## src/rtl/pc_ctrl_pkg.sv

```systemverilog
// Shared fetch-side types and defaults for the program-counter controller.
package ifetch_pkg;

  typedef enum logic [1:0] {
    BOOT  = 2'd0,
    RUN   = 2'd1,
    FLUSH = 2'd2,
    HALT  = 2'd3
  } pc_state_t;

  localparam int          XLEN_DEFAULT         = 32;
  localparam int          INSTR_BYTES          = 4;
  localparam logic [31:0] RESET_VECTOR_DEFAULT = 32'h0000_0000;

endpackage

```

## src/rtl/pc_ctrl_if.sv

```systemverilog
// Fetch-address bus between the PC controller (master) and the fetch/decode side (slave).
import ifetch_pkg::*;

interface pc_ctrl_if #(
  parameter int XLEN = XLEN_DEFAULT
) ();

  logic [XLEN-1:0] target;
  logic            fetch_valid;
  logic            flush;
  logic            deq;
  logic            redirect_valid;
  logic [XLEN-1:0] redirect_pc;
  logic            halt;

  modport master (
    output target, fetch_valid, flush,
    input  deq, redirect_valid, redirect_pc, halt
  );

  modport slave (
    input  target, fetch_valid, flush,
    output deq, redirect_valid, redirect_pc, halt
  );

endinterface

```

## src/rtl/pc_ctrl_occ_counter.sv

```systemverilog
// Saturating up/down occupancy counter (0..MAX) with synchronous clear.
import ifetch_pkg::*;

module occ_counter #(
  parameter int MAX = 4
) (
  input  logic                       clk,
  input  logic                       rst_n,
  input  logic                       clr_i,
  input  logic                       inc_i,
  input  logic                       dec_i,
  output logic [$clog2(MAX+1)-1:0]   cnt_o
);

  localparam int            W     = $clog2(MAX + 1);
  localparam logic [W-1:0]  MAX_W = W'(MAX);

  logic [W-1:0] cnt_q;
  logic [W-1:0] cnt_d;
  logic         incEff;
  logic         decEff;

  // A decrement at zero is dropped; an increment at MAX only lands if paired with a decrement.
  always_comb begin
    cnt_d  = cnt_q;
    decEff = dec_i && (cnt_q != '0);
    incEff = inc_i && ((cnt_q != MAX_W) || decEff);
    if (clr_i) begin
      cnt_d = '0;
    end else if (incEff && !decEff) begin
      cnt_d = cnt_q + 1'b1;
    end else if (!incEff && decEff) begin
      cnt_d = cnt_q - 1'b1;
    end
  end

  always_ff @(posedge clk or negedge rst_n) begin
    if (!rst_n) begin
      cnt_q <= '0;
    end else begin
      cnt_q <= cnt_d;
    end
  end

  assign cnt_o = cnt_q;

endmodule

```

## src/rtl/pc_ctrl.sv

```systemverilog
// Program-counter controller: issues sequential fetches into a bounded FIFO,
// handles redirects with a one-cycle flush, and stalls on halt or full.
import ifetch_pkg::*;

module pc_ctrl #(
  parameter int              XLEN         = XLEN_DEFAULT,
  parameter logic [XLEN-1:0] RESET_VECTOR = XLEN'(RESET_VECTOR_DEFAULT),
  parameter int              FIFO_DEPTH   = 4
) (
  input logic        clk,
  input logic        rst_n,
  pc_ctrl_if.master  bus
);

  localparam int              CW      = $clog2(FIFO_DEPTH + 1);
  localparam logic [CW-1:0]   DEPTH_W = CW'(FIFO_DEPTH);
  localparam logic [XLEN-1:0] PC_STEP = XLEN'(INSTR_BYTES);

  pc_state_t       state_q;
  logic [XLEN-1:0] pc_q;
  logic            flush_q;
  logic [CW-1:0]   cnt;
  logic            fetchValid;
  logic            cntDec;
  logic [XLEN-1:0] alignedRedirect;
  logic            unused_redirect_lsbs;

  // A full FIFO can still take a fetch when an entry leaves in the same cycle.
  always_comb begin
    fetchValid = (state_q == RUN) && !bus.redirect_valid && !bus.halt &&
                 ((cnt < DEPTH_W) || bus.deq);
    cntDec     = bus.deq && (state_q != FLUSH);
  end

  assign alignedRedirect      = {bus.redirect_pc[XLEN-1:2], 2'b00};
  assign unused_redirect_lsbs = ^bus.redirect_pc[1:0];

  occ_counter #(
    .MAX (FIFO_DEPTH)
  ) u_occ (
    .clk   (clk),
    .rst_n (rst_n),
    .clr_i (bus.redirect_valid),
    .inc_i (fetchValid),
    .dec_i (cntDec),
    .cnt_o (cnt)
  );

  // Redirect wins over everything; otherwise every state settles into RUN or HALT by the halt level.
  always_ff @(posedge clk or negedge rst_n) begin
    if (!rst_n) begin
      state_q <= BOOT;
      pc_q    <= RESET_VECTOR;
      flush_q <= 1'b0;
    end else if (bus.redirect_valid) begin
      state_q <= FLUSH;
      pc_q    <= alignedRedirect;
      flush_q <= 1'b1;
    end else begin
      flush_q <= 1'b0;
      state_q <= bus.halt ? HALT : RUN;
      if (fetchValid) begin
        pc_q <= pc_q + PC_STEP;
      end
    end
  end

  assign bus.target      = pc_q;
  assign bus.fetch_valid = fetchValid;
  assign bus.flush       = flush_q;

endmodule

```

## src/flat_wrapper.sv

```systemverilog
// flat-port wrapper written by rule: the top's interface ports become plain ports
module pc_ctrl_flat 
#(
  parameter int              XLEN         = XLEN_DEFAULT,
  parameter logic [XLEN-1:0] RESET_VECTOR = XLEN'(RESET_VECTOR_DEFAULT),
  parameter int              FIFO_DEPTH   = 4
)
  (clk, rst_n, bus_target, bus_fetch_valid, bus_flush, bus_deq, bus_redirect_valid, bus_redirect_pc, bus_halt);
  pc_ctrl_if #(.XLEN(XLEN)) bus_i ();
  input logic clk;
  input logic rst_n;
  output wire logic [$bits(bus_i.target)-1:0] bus_target;
  output wire logic [$bits(bus_i.fetch_valid)-1:0] bus_fetch_valid;
  output wire logic [$bits(bus_i.flush)-1:0] bus_flush;
  input wire logic [$bits(bus_i.deq)-1:0] bus_deq;
  input wire logic [$bits(bus_i.redirect_valid)-1:0] bus_redirect_valid;
  input wire logic [$bits(bus_i.redirect_pc)-1:0] bus_redirect_pc;
  input wire logic [$bits(bus_i.halt)-1:0] bus_halt;
  assign bus_target = bus_i.target;
  assign bus_fetch_valid = bus_i.fetch_valid;
  assign bus_flush = bus_i.flush;
  assign bus_i.deq = bus_deq;
  assign bus_i.redirect_valid = bus_redirect_valid;
  assign bus_i.redirect_pc = bus_redirect_pc;
  assign bus_i.halt = bus_halt;
  pc_ctrl #(.XLEN(XLEN), .RESET_VECTOR(RESET_VECTOR), .FIFO_DEPTH(FIFO_DEPTH)) u_core (.clk(clk), .rst_n(rst_n), .bus(bus_i));
endmodule
```

## config.mk

```make
export PLATFORM = sky130hd
export DESIGN_NAME = pc_ctrl_flat
export DESIGN_NICKNAME = d
export VERILOG_FILES = /design/src/rtl/pc_ctrl_pkg.sv /design/src/rtl/pc_ctrl_if.sv /design/src/rtl/pc_ctrl_occ_counter.sv /design/src/rtl/pc_ctrl.sv /design/src/flat_wrapper.sv
export SDC_FILE = /design/constraint.sdc
export NUM_CORES = 1
export LEC_CHECK = 0
export ABC_CLOCK_PERIOD_IN_PS = 1800
export BUFFER_PORTS_ARGS = -buffer_cell sky130_fd_sc_hd__buf_4
export CORE_MARGIN = 10
export CORE_UTILIZATION = 46
export DETAILED_ROUTE_END_ITERATION = 10
export PLACE_DENSITY = 0.88
export REMOVE_ABC_BUFFERS = 1
export SLEW_MARGIN = 20
export SYNTH_ARGS = -nofsm -noshare
export SYNTH_HDL_FRONTEND = slang
export SYNTH_SLANG_ARGS = --single-unit
```

## constraint.sdc

```tcl
create_clock -name clk -period 1.8 [get_ports clk]
set_input_delay 0.18 -clock clk [delete_from_list [all_inputs] [get_ports clk]]
set_output_delay 0.18 -clock clk [all_outputs]
set_load 0.05 [all_outputs]
```

==> flow_summary.json, run 1 <==
{
  "final_cells": 406,
  "routedWlPerCell_um": 21.6,
  "grt_remaining_overflow": 0,
  "drive_above_1_share_pct": 46.0,
  "rsz0062_at_grt": "yes",
  "area_delta_synth_final_pct": 61.0,
  "critPathKind": "reg2out",
  "crit_fanout": 5,
  "port_buffers": 66,
  "ys_seq_area_share_pct": 42.2,
  "fp.dieW_um": 88.1,
  "dominantRegCellSynth": "dfrtp_1",
  "cts_max_level": 2,
  "io_pins": 71,
  "status": "complete, but fails checks",
  "die_h_um": 88.1,
  "p_leak_uw": 0.00158,
  "dr.pass1.iters": 8,
  "clk_path_buf_depth": 2,
  "r2r_cells": 6,
  "max-vdd-ir-drop_v": 0.000545,
  "violations": "negative setup slack",
  "viasPerCell": 6.58,
  "clkTransAtPathRegs_ps": 80,
  "drc": 0,
  "ant_nets": 0,
  "final_cell_mix": "101 x buf_4, 36 x dfrtp_1, 34 x nand2_1",
  "cts_root_buf": "clkbuf_8",
  "synth.avg_cell_area_um2": 8.85,
  "ys_ff_latch": 36,
  "syn_inst": 241,
  "period_needed_ps": 2060,
  "hold_viol": 0,
  "worst-endpoint-arrival_ps": 1880,
  "synth_area_um2": 2130,
  "num_vias": 2673,
  "r2r_slack_ps": -250,
  "yosys_warnings": 0,
  "cts.sinks": 36,
  "dp.cells": 380,
  "async_reset_ff_share_pct": 100,
  "synth_cell_types": 48,
  "num_antenna_cells": 0,
  "antenna_found_initial": 0,
  "initial_core_util_pct": 48.3,
  "whs_endpoint": "u_core.bus.target[6]",
  "finClkSkew_ps": 15.4,
  "final_nets": 392,
  "clock_latency_ps": 310,
  "place_congestion": 0.918,
  "required_ps": 1620,
  "grt_first_pass_wirelength_um": 12400,
  "drv_slew": 0,
  "cp-start-kind": "register",
  "fin_ws_ps": -258,
  "dr.first_iter.drc_count": 349,
  "r2r-start": "u_core.state_q[1]",
  "grt_pass1_vias": 2583,
  "power_density_nw_per_um2": 746,
  "hold_slack_ps": 75.0,
  "period_share_pct": 114,
  "cts_made_buffers": 5,
  "mostFrequentLayoutCell": "buf_4",
  "setup-violations-final": 32,
  "core-area_um2": 4410,
  "clock.fmax_ghz": 0.486,
  "dp_hpwl_um": 5140,
  "row_count": 24,
  "finalWirelength_um": 8760,
  "hold_class": "in2reg",
  "grt_max_degree": 39,
  "max_cap_viol_count": 0,
  "hold_depth": 3,
  "die-area_um2": 7760,
  "r2r_end": "u_core.bus.target[11]",
  "min_from": "bus_redirect_pc[6]",
  "gr-usage-all-layers_pct": 19.8,
  "synth_edf_count": 0,
  "cts_tree": "done",
  "cp-end-kind": "output port",
  "pre_cts_ws_ps": -304
}
## power breakdown
group	leakage (uW)	internal (uW)	switching, uW
Sequential	0.000440	884	92.8
Combinational	0.00109	319	520
Clock	0.0000552	412	335
## worst max-delay path by stage
stage / slack [ps] / from / end
4_1_cts: -200 / u_core.state_q[1] / bus_fetch_valid
2_1_floorplan: -540 / u_core.bus.target[8] / u_core.bus.target[31]
5_1_grt: -330 / u_core.state_q[1] / u_core.u_occ.cnt_o[1]
6_report: -260 / u_core.state_q[1] / bus_fetch_valid
3_5_place_dp: -300 / u_core.state_q[1] / u_core.u_occ.cnt_o[1]
3_3_place_gp: -230 / u_core.state_q[1] / u_core.u_occ.cnt_o[1]
## flip-flops by register name, indices dropped and copies added (netlist names)
register,count
u_core.u_occ.cnt_o,3
u_core.bus.target,30
u_core.state_q,2
u_core.bus.flush,1
## per-layer routing
layer | up-vias | part of all wire (%) | GRT usage, %
met5 | - | 0 | 0
met4 | 0 | 2.9 | 8.56
met3 | 34 | 9.2 | 4.55
met2 | 199 | 50 | 33.7
met1 | 1305 | 38 | 23.4
li1 | 1135 | - | -
## metrics by stage
step	cell area [um^2]	utilization, %	TNS, ps	power (uW)
finish	3430	77.8	-5290	2560
global route	3430	77.8	-7150	2640
CTS	3260	73.9	-3470	2470
detailed placement	2920	66.2	-5010	1720
global placement	2920	66.2	-3590	1700
floorplan	2040	-	-9490	1380
## cell usage after synthesis (3+ instances only)
| library cell | n | area (um^2) |
|---|---|---|
| dfrtp_1 | 36 | 901 |
| and3_1 | 6 | 37.5 |
| nand4_1 | 8 | 50.1 |
| buf_2 | 5 | 25.0 |
| nand3_1 | 24 | 120 |
| a21oi_1 | 4 | 20.0 |
| a41oi_1 | 3 | 26.3 |
| a21o_1 | 3 | 22.5 |
| a31oi_1 | 4 | 25.0 |
| o21ai_0 | 17 | 85.1 |
| nand2_1 | 35 | 131 |
| o311ai_1 | 5 | 43.8 |
| clkbuf_1 | 8 | 30.0 |
| or3_1 | 3 | 18.8 |
| or4_1 | 4 | 30.0 |
| o311ai_0 | 5 | 43.8 |
| inv_1 | 7 | 26.3 |
| o211ai_1 | 12 | 90.1 |
| nor3_1 | 4 | 20.0 |
| nor2_1 | 11 | 41.3 |
## critical path, cell delays in order, from the launching register on
cell and delay (ps):
dfrtp_1 390, or4b_4 570, a21o_4 280, clkinv_8 90, buf_6 90, buf_8 130
## kinds of logic (layout without fill, tap and decap cells)
family	after synthesis	count (layout)	synth area share, %
and+or+nand+nor	108	108	26.4
AOI/OAI and AO/OA	66	66	22.0
buffers and inverters	25	137	6.33
muxes	2	2	0.938
other	1	2	0.176
xor gates and xnor gates	1	1	0.411
adders and majority gates	2	2	1.52
DFF	36	36	42.2
## area by class of cell
class	instances	area, um^2
Clock inverter	2	35.0
Clock buffer	6	72.6
Inverter	8	42.5
Tap cell	52	65.1
Multi-Input combinational cell	181	1290
Sequential cell	36	901
Timing Repair Buffer	120	1020
Fill cell	253	980
Timing Repair inverter	1	11.3
## repair_timing
action | in CTS | in global routing
setup buffers | 12 | 7
resized for setup | 48 | 28
hold endpoints to repair | 36 | 0
gates cloned | 1 | 1
pin swaps | 30 | 17
endpoints found under the setup margin | 33 | 34
hold buffers | 1 | 0
Note: power is estimated with default switching activity, not from simulation.
==> run 2: changes to the inputs <==
- CORE_ASPECT_RATIO: default -> 1.25
==> run 2 against run 1 <==
Compared with the run above:
- the run still ends with negative setup slack left
- sequential cell count is the same
- via count shrank 7.2%
- wire length shrank 11%
==> flow_summary.json, run 2 (synthesis gave the netlist of run 1 again) <==
{
  "die-area_um2": 7780,
  "worstPathCellList": "or4b_4 -> a21o_4 -> clkinv_8 -> buf_6 -> buf_8",
  "period_needed_ps": 2030,
  "dp_hpwl_um": 5010,
  "switching_share_pct": 37.6,
  "finClkSkew_ps": 11.3,
  "grt_max_degree": 39,
  "path_delay_family": "simple AND/OR/NAND/NOR gates",
  "p_sw_uw": 894,
  "cts_root_buf": "clkbuf_8",
  "cts_tree": "done",
  "cts_made_buffers": 5,
  "crit_fanout": 7,
  "final_nets": 377,
  "crit_path_max_incr_delay_ps": 570,
  "min_from": "bus_redirect_pc[30]",
  "mostFrequentLayoutCell": "buf_4",
  "die_h_um": 96.1,
  "row_count": 27,
  "r2r_slack_ps": -220,
  "routedWlPerCell_um": 19.6,
  "hold_depth": 3,
  "crit_cells": 5,
  "worst-endpoint-arrival_ps": 1850,
  "drive_above_1_share_pct": 42.5,
  "pre_cts_ws_ps": -287,
  "setup-violations-final": 33,
  "status": "complete, but fails checks",
  "cts.sinks": 36,
  "required_ps": 1620,
  "port_buffers": 66,
  "met1_usage_pct": 21.4,
  "largest_reg_flops": 30,
  "groute.layer.met3.usage_pct": 4.57,
  "clock.fmax_ghz": 0.493,
  "p_total_uw": 2380,
  "cp-start-kind": "register",
  "hold_class": "in2reg",
  "path_buf_inv": 3,
  "clock_latency_ps": 300,
  "max_cap_viol_count": 0,
  "critPathKind": "reg2out",
  "clk_path_buf_depth": 2,
  "grt_first_pass_wirelength_um": 12100,
  "r2r-start": "u_core.state_q[1]",
  "met2_usage_pct": 33.8,
  "critPathSlowestCell": "or4b_4",
  "antenna_found_initial": 0,
  "fp.dieW_um": 80.9,
  "violations": "negative setup slack",
  "initial_core_util_pct": 47.8,
  "cp-end-kind": "output port",
  "area_delta_synth_final_pct": 54.1,
  "final_cell_mix": "90 x buf_4, 36 x dfrtp_1, 34 x nand2_1",
  "final_util_pct": 73.7,
  "hold_slack_ps": 76.7,
  "max-vdd-ir-drop_v": 0.000439,
  "hold_viol": 0,
  "cp-startpoint": "u_core.state_q[1]",
  "num_vias": 2481,
  "core-area_um2": 4460,
  "grt_pass1_vias": 2514,
  "power_density_nw_per_um2": 724,
  "seq_power_share_pct": 40.8,
  "ant_nets": 0,
  "gr-usage-all-layers_pct": 19.4,
  "place_congestion": 0.832,
  "busiest_layer": "met2",
  "drv_slew": 0,
  "num_antenna_cells": 0,
  "fill_cells": 295,
  "dr.pass1.iters": 6,
  "fin_ws_ps": -229,
  "p_clk_share_pct": 26.1,
  "drc": 0,
  "dr.first_iter.drc_count": 224,
  "finalWirelength_um": 7800,
  "cts_max_level": 2,
  "grt_remaining_overflow": 0,
  "p_comb_share_pct": 33.1,
  "clkTransAtPathRegs_ps": 80,
  "viasPerCell": 6.25,
  "p_int_uw": 1490,
  "p_leak_uw": 0.00149,
  "rsz0062_at_grt": "yes",
  "r2r_cells": 5,
  "io_pins": 71,
  "final.setup.tns_ps": -4390,
  "period_share_pct": 113
}
==> run 2: cell types whose count changed in the layout (fill, tap and decap cells not counted), sizes merged <==
cell,before,now
buf,118,105
bufinv,1,0
clkinv,2,3
inv,8,7
clkbuf,7,6
==> run 2: timing repair <==
action,in CTS,in global routing
gates cloned,1,0
hold buffers,1,0
hold endpoints to repair,36,0
endpoints found under the setup margin,32,33
setup buffers,5,0
pin swaps,22,18
resized for setup,38,27
==> run 2: per-stage QoR <==
stage,std cells,area (um^2)
detailed placement,382,2900
CTS,397,3210
finish,397,3290
floorplan,225,2040
global placement,382,2900
global route,397,3290
==> run 2: worst paths after layout <==
check	endpoint
max	bus_fetch_valid
min	u_core.bus.target[30]
max reg2reg	u_core.u_occ.cnt_o[1]
min reg2reg	u_core.bus.target[23]
max in group asynchronous	u_core.bus.target[15]
min in group asynchronous	u_core.bus.target[21]
==> run 2: worst min-delay path: stages <==
cell	delay, ps
buf_4	80
nand2_1	40
nand3_1	50
==> run 2: cell type report <==
type | count | area (um^2) | share of cell area [%]
multi-input combinational | 181 | 1260 | 38.4
inverter | 8 | 42.5 | 1.29
tap | 58 | 72.6 | 2.21
clock buffer | 6 | 82.6 | 2.51
clock inverter | 2 | 10.0 | 0.304
sequential | 36 | 901 | 27.4
timing repair buffer | 106 | 918 | 27.9
==> run 2: power groups by stage <==
stage	clock [uW]	sequential, uW	combinational [uW]
2_1_floorplan	0	1210	171
3_3_place_gp	0	969	726
3_5_place_dp	0	973	739
4_1_cts	617	961	766
5_1_grt	649	980	837
6_report	622	972	787
==> run 2: routing by layer <==
layer	vias to the layer above	part of all wire, %
met2	127	52
li1	1108	-
met4	0	3.0
met5	-	0
met1	1214	38
met3	32	7.5
